$ cat src/rtl/bp_pkg.sv
// Shared defaults and helpers for the n-bit saturating-counter branch predictor.
package bp_pkg;

  localparam int unsigned DEF_IDX_W  = 3;
  localparam int unsigned DEF_CNT_W  = 2;
  localparam int unsigned DEF_STAT_W = 16;

  // Weakly not-taken: the largest value whose MSB is still 0.
  function automatic int unsigned cnt_init(input int unsigned cnt_w);
    return (32'd1 << (cnt_w - 1)) - 32'd1;
  endfunction

endpackage

$ cat src/rtl/sat_counter.sv
// Up/down saturating counter used as one prediction table entry.
module sat_counter #(
  parameter int unsigned CNT_W    = 2,
  parameter int unsigned INIT_VAL = 1
) (
  input  logic             clk,
  input  logic             rst,
  input  logic             en,
  input  logic             up,
  output logic [CNT_W-1:0] count
);

  localparam logic [CNT_W-1:0] One    = CNT_W'(1);
  localparam logic [CNT_W-1:0] MaxVal = {CNT_W{1'b1}};
  localparam logic [CNT_W-1:0] MinVal = {CNT_W{1'b0}};
  localparam logic [CNT_W-1:0] Init   = INIT_VAL[CNT_W-1:0];

  logic [CNT_W-1:0] count_q, count_d;

  always_comb begin
    count_d = count_q;
    if (en) begin
      if (up) begin
        if (count_q != MaxVal) count_d = count_q + One;
      end else begin
        if (count_q != MinVal) count_d = count_q - One;
      end
    end
  end

  always_ff @(posedge clk or posedge rst) begin
    if (rst) begin
      count_q <= Init;
    end else begin
      count_q <= count_d;
    end
  end

  assign count = count_q;

endmodule

$ cat src/rtl/branch_predictor_nbit.sv
// Direct-mapped table of n-bit saturating counters with registered lookup,
// resolve-driven training, mispredict pulse and saturating statistics.
module branch_predictor_nbit
  import bp_pkg::*;
#(
  parameter int unsigned IDX_W  = DEF_IDX_W,
  parameter int unsigned CNT_W  = DEF_CNT_W,
  parameter int unsigned STAT_W = DEF_STAT_W
) (
  input  logic              CLOCK,
  input  logic              INIT,
  input  logic              LOOKUP_EN,
  input  logic [IDX_W-1:0]  LOOKUP_ADDR,
  output logic              PREDICTION,
  output logic              PRED_VALID,
  input  logic              RESOLVE_EN,
  input  logic [IDX_W-1:0]  RESOLVE_ADDR,
  input  logic              OUTCOME,
  input  logic              PREDICTED,
  output logic              MISS,
  output logic [IDX_W-1:0]  ADDR_W,
  output logic [STAT_W-1:0] BRANCH_COUNT,
  output logic [STAT_W-1:0] MISS_COUNT
);

  localparam int unsigned Entries = 1 << IDX_W;
  localparam logic [STAT_W-1:0] StatOne = STAT_W'(1);
  localparam logic [STAT_W-1:0] StatMax = {STAT_W{1'b1}};

  logic [Entries-1:0][CNT_W-1:0] cnt_val;

  for (genvar i = 0; i < Entries; i++) begin : g_entry
    logic hit;
    assign hit = RESOLVE_EN && (RESOLVE_ADDR == IDX_W'(i));

    sat_counter #(
      .CNT_W    (CNT_W),
      .INIT_VAL (cnt_init(CNT_W))
    ) u_cnt (
      .clk   (CLOCK),
      .rst   (INIT),
      .en    (hit),
      .up    (OUTCOME),
      .count (cnt_val[i])
    );
  end

  logic              pred_q, pred_d;
  logic              valid_q;
  logic              miss_q, miss_d;
  logic [IDX_W-1:0]  addr_w_q, addr_w_d;
  logic [STAT_W-1:0] branch_cnt_q, branch_cnt_d;
  logic [STAT_W-1:0] miss_cnt_q, miss_cnt_d;

  // Lookup reads the current (pre-update) counter, so a same-cycle resolve is not bypassed.
  always_comb begin
    pred_d       = pred_q;
    miss_d       = 1'b0;
    addr_w_d     = addr_w_q;
    branch_cnt_d = branch_cnt_q;
    miss_cnt_d   = miss_cnt_q;
    if (LOOKUP_EN) pred_d = cnt_val[LOOKUP_ADDR][CNT_W-1];
    if (RESOLVE_EN) begin
      miss_d   = (OUTCOME != PREDICTED);
      addr_w_d = RESOLVE_ADDR;
      if (branch_cnt_q != StatMax) branch_cnt_d = branch_cnt_q + StatOne;
      if (miss_d && (miss_cnt_q != StatMax)) miss_cnt_d = miss_cnt_q + StatOne;
    end
  end

  always_ff @(posedge CLOCK or posedge INIT) begin
    if (INIT) begin
      pred_q       <= 1'b0;
      valid_q      <= 1'b0;
      miss_q       <= 1'b0;
      addr_w_q     <= '0;
      branch_cnt_q <= '0;
      miss_cnt_q   <= '0;
    end else begin
      pred_q       <= pred_d;
      valid_q      <= LOOKUP_EN;
      miss_q       <= miss_d;
      addr_w_q     <= addr_w_d;
      branch_cnt_q <= branch_cnt_d;
      miss_cnt_q   <= miss_cnt_d;
    end
  end

  assign PREDICTION   = pred_q;
  assign PRED_VALID   = valid_q;
  assign MISS         = miss_q;
  assign ADDR_W       = addr_w_q;
  assign BRANCH_COUNT = branch_cnt_q;
  assign MISS_COUNT   = miss_cnt_q;

endmodule

$ cat config.mk
export PLATFORM = sky130hd
export DESIGN_NAME = branch_predictor_nbit
export DESIGN_NICKNAME = d
export VERILOG_FILES = /design/src/rtl/bp_pkg.sv /design/src/rtl/sat_counter.sv /design/src/rtl/branch_predictor_nbit.sv
export SDC_FILE = /design/constraint.sdc
export NUM_CORES = 1
export LEC_CHECK = 0
export CORE_ASPECT_RATIO = 1.75
export CORE_UTILIZATION = 31
export CTS_BUF_LIST = sky130_fd_sc_hd__clkbuf_16
export DETAILED_ROUTE_END_ITERATION = 10
export GPL_ROUTABILITY_DRIVEN = 0
export SYNTH_ARGS = -nofsm -noshare
export SYNTH_HDL_FRONTEND = slang
export SYNTH_SLANG_ARGS = --single-unit
export TNS_END_PERCENT = 1
$ cat constraint.sdc
create_clock -name CLOCK -period 2.1 [get_ports CLOCK]
set_input_delay 0.315 -clock CLOCK [delete_from_list [all_inputs] [get_ports CLOCK]]
set_output_delay 0.315 -clock CLOCK [all_outputs]
set_load 0.02 [all_outputs]
* Word-level counts from Yosys, hierarchy flattened
Cells that the tools add are included.
Word-level totals: flip-flop bits (word level) 54, output and inout bits 38, logic and storage cells 122
Operators by class: $add $sub $neg 18, $lt $le $gt $ge 1, equality and inequality tests 26, mux-type cells 27, reductions and logical operators 36
Operators by type and width (count):
- 2-to-1 mux 2 bit | 25
- adder 16 x 1 -> 16 bit, second input constant | 2
- != test 16 bit, second input constant | 2
- nonzero test 2 bit | 16
- AND reduction 3 bit | 8
- adder 2 x 1 -> 2 bit, second input constant | 8
- != test 2 x 1 -> 1 bit, second input constant | 8
- != test 2 bit, second input constant | 8
- subtractor 2 x 1 -> 2 bit, second input constant | 8
- == test 3 bit, second input constant | 4
- logical AND 1 bit | 9
- binary-select mux 2 bit (select 3 bit) | 1
- == test 3 x 2 -> 1 bit, second input constant | 2
- < comparator 3 x 4 -> 1 bit, second input constant | 1
- AND reduction 2 bit | 2
- == test 3 x 1 -> 1 bit, second input constant | 1
- zero test 3 bit | 1
- 2-to-1 mux 1 bit | 1
- != test 1 bit | 1

* Longest topological paths before layout
Gate-level depths: netlist of the first run.
depth in word-level cells 3, gate-level depth with buffers 6

* Hierarchy
Synthesis of the first run repeated with hierarchy kept, for this count alone.
Second synthesis, totals: cell total of the unflattened synthesis 276, area, all modules 2902.8 um^2
By module, submodules not included:
- branch_predictor_nbit | instances 1, cells an instance 180, area an instance 1961.9 um^2
- sat_counter | instances 8, cells an instance 12, area an instance 117.6 um^2

* Worst setup path before layout of the first run
OpenSTA, ideal clock, no wires.
kind register -> register, start point register miss_cnt_q[0] (netlist: MISS_COUNT[0]), end point register miss_cnt_q[6] (netlist: MISS_COUNT[6]), library setup time 0.139 ns, data arrival time 1.566 ns, slack 0.394 ns, stages on the path, launching flop included 7, clock period less this slack 1.706 ns, path through dfrtp_1 ha_1 nand4_1 nor4_2 buf_4 nor4b_1 xor2_1
On the way: longest elaborated chain between the ends 3
Ends and longest elaborated chain:
- start: declaration | line branch_predictor_nbit.sv:53 | logic [STAT_W-1:0] miss_cnt_q, miss_cnt_d;
- start signal: assignment | line branch_predictor_nbit.sv:85 | miss_cnt_q <= miss_cnt_d;
- branches (longest 3 deep; another with adder 16 x 1 -> 16 bit)
Parallel ways; which one is timed is not known. A chain may end at the register's enable or synchronous reset.

* Worst setup path after layout of the first run
Same ends and word-level chain as after synthesis.

==> results.toml, run 1 <==
[status]
outcome = "finished clean"

[synth]
ys_async_sr_fraction = 1.00
synth_most_common_cell = "dfrtp_1"
synth_commonest_cells = "dfrtp_1 (46), o21ai_0 (25), xor2_1 (23)"
synth.net_count = 280
ys_ff_latch = 54
yosys.area.top_type = "dfrtp_1"
synth-edff-count = 0
yosysSeqAreaShare = 0.487
synthCells = 266
ys_types = 46
synth_area_mm2 = 0.00280
netlist.area_leader.share = 0.411
yosys_warnings = 0
avgSynthCellArea_um2 = 10.5
synth_top_flop_cell = "dfrtp_1"
synthTopCellsByArea = "dfrtp_1 (41%), dfstp_2 (7.5%), xor2_1 (7.2%), o21ai_0 (4.5%), a21oi_1 (2.5%)"

[floorplan]
core_area_mm2 = 0.00873
die_area_mm2 = 0.00942
io_pins = 50
die_y_um = 128
core.rowCount = 45
die_width_um = 73.8
start_util = 0.321

[timing]
finalHoldViolCount = 0
setup_ws_ps = 231
setup_viol = 0
max_freq_ghz = 0.535
fin_skew_ps = 5.60
period_share = 0.890
tightest_slew_ps = 476
rsz0062_at_grt = "false"
drv_slew = 0
fin_tns_setup_ps = 0
hold_ws_ps = 376
fin_crit_ps = 1870
slew_headroom = 0.680

[power]
p_per_area_mw_per_mm2 = 896
p_leak_nw = 1.54
irDropWorstVdd_v = 0.000785

[critical_path]
crit_family = "simple AND/OR/NAND/NOR gates"
arrival_ps = 2040
crit_slowest_cell = "nor4_2"
crit_fanout = 8
cp_num_buf_inv = 1
cp_data_required_time_ps = 2270
reg2reg_from = "MISS_COUNT[0]"
critical_path_class = "register to register"
ff2ff_setup_slack_ps = 230
reg2reg_to = "MISS_COUNT[6]"
worst_setup_path_end_kind = "register"
cp-start-kind = "register"
slowest_delay_ps = 460
path_cells = "ha_1 -> nand4_1 -> nor4_2 -> buf_4 -> nor4b_1 -> xor2_1"
reg2regPathDepth = 6

[clocking]
worstSkewPairLatency_ps = 300
cts_tree = "done"
ctsResizeCount = 0
clock-sinks = 54
cts_setup_buffers = 0
root_buffer = "clkbuf_16"
cts_hold_buf = 0
htreeDepth = 2
cts.reportedPaths.clkPinSlew_ps = 70
cts_inserted_buffers = 5
clockBufferDepth = 2

[cells_and_area]
drive_above_1_share = 0.137
fin_nets = 335
antennaDiodeCount = 0
n_fill_cell = 834
syn_to_final_growth_pct = 29.1
final_area_mm2 = 0.00361
fin_cells = 439

[grt]
grt_pass1_wl_mm = 10.6
antenna_found_initial = 0
grt_use_total = 0.148
grt_pass1_vias = 2184
grt-ovfl-total = 0
grt_max_degree = 55

[placement]
place_area_mm2 = 0.00347
place_ws_ps = 165
io_buffers = 49
placedCellCount = 431
dp.final_hpwl_mm = 4.52

[route]
antenna_left = 0
routed_wirelength_mm = 6.30
viasPerCell = 5.06
drc_errors = 0
vias = 2222
routedWlPerCell_um = 14.3
dr.pass1.iters = 4
drtIter0Drc = 134

[job]
drv_cap = 0

[worst_hold_path]
hold_class = "input port to asynchronous set/reset pin"
## placed cells by master (no fill, tap or decap), types with 3 or more instances in the layout
master / synthesis / routed
nor3_1: 9 / 9
nor3b_1: 5 / 5
o21ai_0: 25 / 25
a21oi_1: 14 / 14
nor4b_1: 3 / 3
buf_4: 1 / 8
and2_1: 3 / 3
mux2i_1: 5 / 5
nor4_1: 5 / 5
nor2b_1: 3 / 3
clkbuf_16: 0 / 5
nand4_1: 9 / 9
dfrtp_1: 46 / 46
clkdlybuf4s50_1: 0 / 49
xor2_1: 23 / 23
a221o_1: 3 / 3
nor2_1: 11 / 11
dfstp_2: 8 / 8
nand2_1: 18 / 18
nor4_2: 4 / 4
inv_1: 12 / 11
and3_1: 8 / 8
nand3_1: 7 / 7
mux2_2: 5 / 5
a41oi_1: 3 / 3
## how the worst max path moves through the flow
| stage | depth (start not counted) | end | startpoint |
|---|---|---|---|
| 4_1_cts | 6 | MISS_COUNT[6] | MISS_COUNT[0] |
| 2_1_floorplan | 6 | MISS_COUNT[6] | MISS_COUNT[0] |
| 6_report | 6 | MISS_COUNT[6] | MISS_COUNT[0] |
| 5_1_grt | 6 | MISS_COUNT[6] | MISS_COUNT[0] |
| 3_3_place_gp | 5 | MISS_COUNT[15] | OUTCOME |
| 3_5_place_dp | 6 | MISS_COUNT[11] | OUTCOME |
## report_power, final
part / total (mW) / switching, mW / internal, mW
clock: 0.809 / 0.372 / 0.436
combinational: 0.992 / 0.516 / 0.475
sequential: 1.44 / 0.201 / 1.23
total: 3.24 / 1.09 / 2.15
## registers in the layout, summed over array words and instances (netlist names)
| register | cells |
|---|---|
| BRANCH_COUNT | 16 |
| MISS_COUNT | 16 |
| g_entry.u_cnt.count | 16 |
| ADDR_W | 3 |
| MISS | 1 |
| PREDICTION | 1 |
| PRED_VALID | 1 |
## logic make-up (layout without fill, tap and decap cells)
kind of cell             Yosys count  in the layout  synth area share
AND/OR/NAND/NOR                   99             99             0.223
flip-flops                        54             54             0.487
AO/OA/AOI/OAI                     50             50             0.104
XOR/XNOR                          26             26            0.0841
buffers and inverters             23             79            0.0394
multiplexers                      12             12            0.0541
adder cells (fa/ha/maj)            2              2           0.00894
## worst reg2reg max path: cells and delay by family (launching register included)
| family | cells | cell delay (ps) |
|---|---|---|
| buf+inv | 1 | 260 |
| simple gates | 3 | 700 |
| flops | 1 | 400 |
| xor+xnor | 1 | 150 |
| fa+ha+maj | 1 | 230 |
## final cells by class
type | count | area, um^2 | share of cell area
flip-flops and latches | 54 | 1360 | 0.377
multi-input cells | 189 | 1330 | 0.367
repair buffers | 59 | 591 | 0.164
well taps | 117 | 146 | 0.0405
clock buffers | 5 | 125 | 0.0347
inverters | 12 | 45.0 | 0.0125
clock inverters | 3 | 16.3 | 0.00450
## per-layer routing
metal	track usage	wire, um
met5	0	0
met4	0.0656	153
met3	0.0346	233
met2	0.251	3330
met1	0.173	2580
## stage by stage
step | util | power [mW]
floorplan | - | 1.99
global placement | 0.398 | 2.45
detailed placement | 0.398 | 2.45
CTS | 0.414 | 3.29
global route | 0.414 | 3.42
finish | 0.414 | 3.24
(Power assumes the default switching activity.)
==> run 2: changes to the inputs <==
--- a/config.mk
+++ b/config.mk
@@ -5,6 +5,7 @@
 export SDC_FILE = /design/constraint.sdc
 export NUM_CORES = 1
 export LEC_CHECK = 0
+export CAP_MARGIN = 5
 export CORE_ASPECT_RATIO = 1.75
 export CORE_UTILIZATION = 31
 export CTS_BUF_LIST = sky130_fd_sc_hd__clkbuf_16
==> results of run 2 <==
No change in the layout: final DEF, timing and power equal those of run 1.
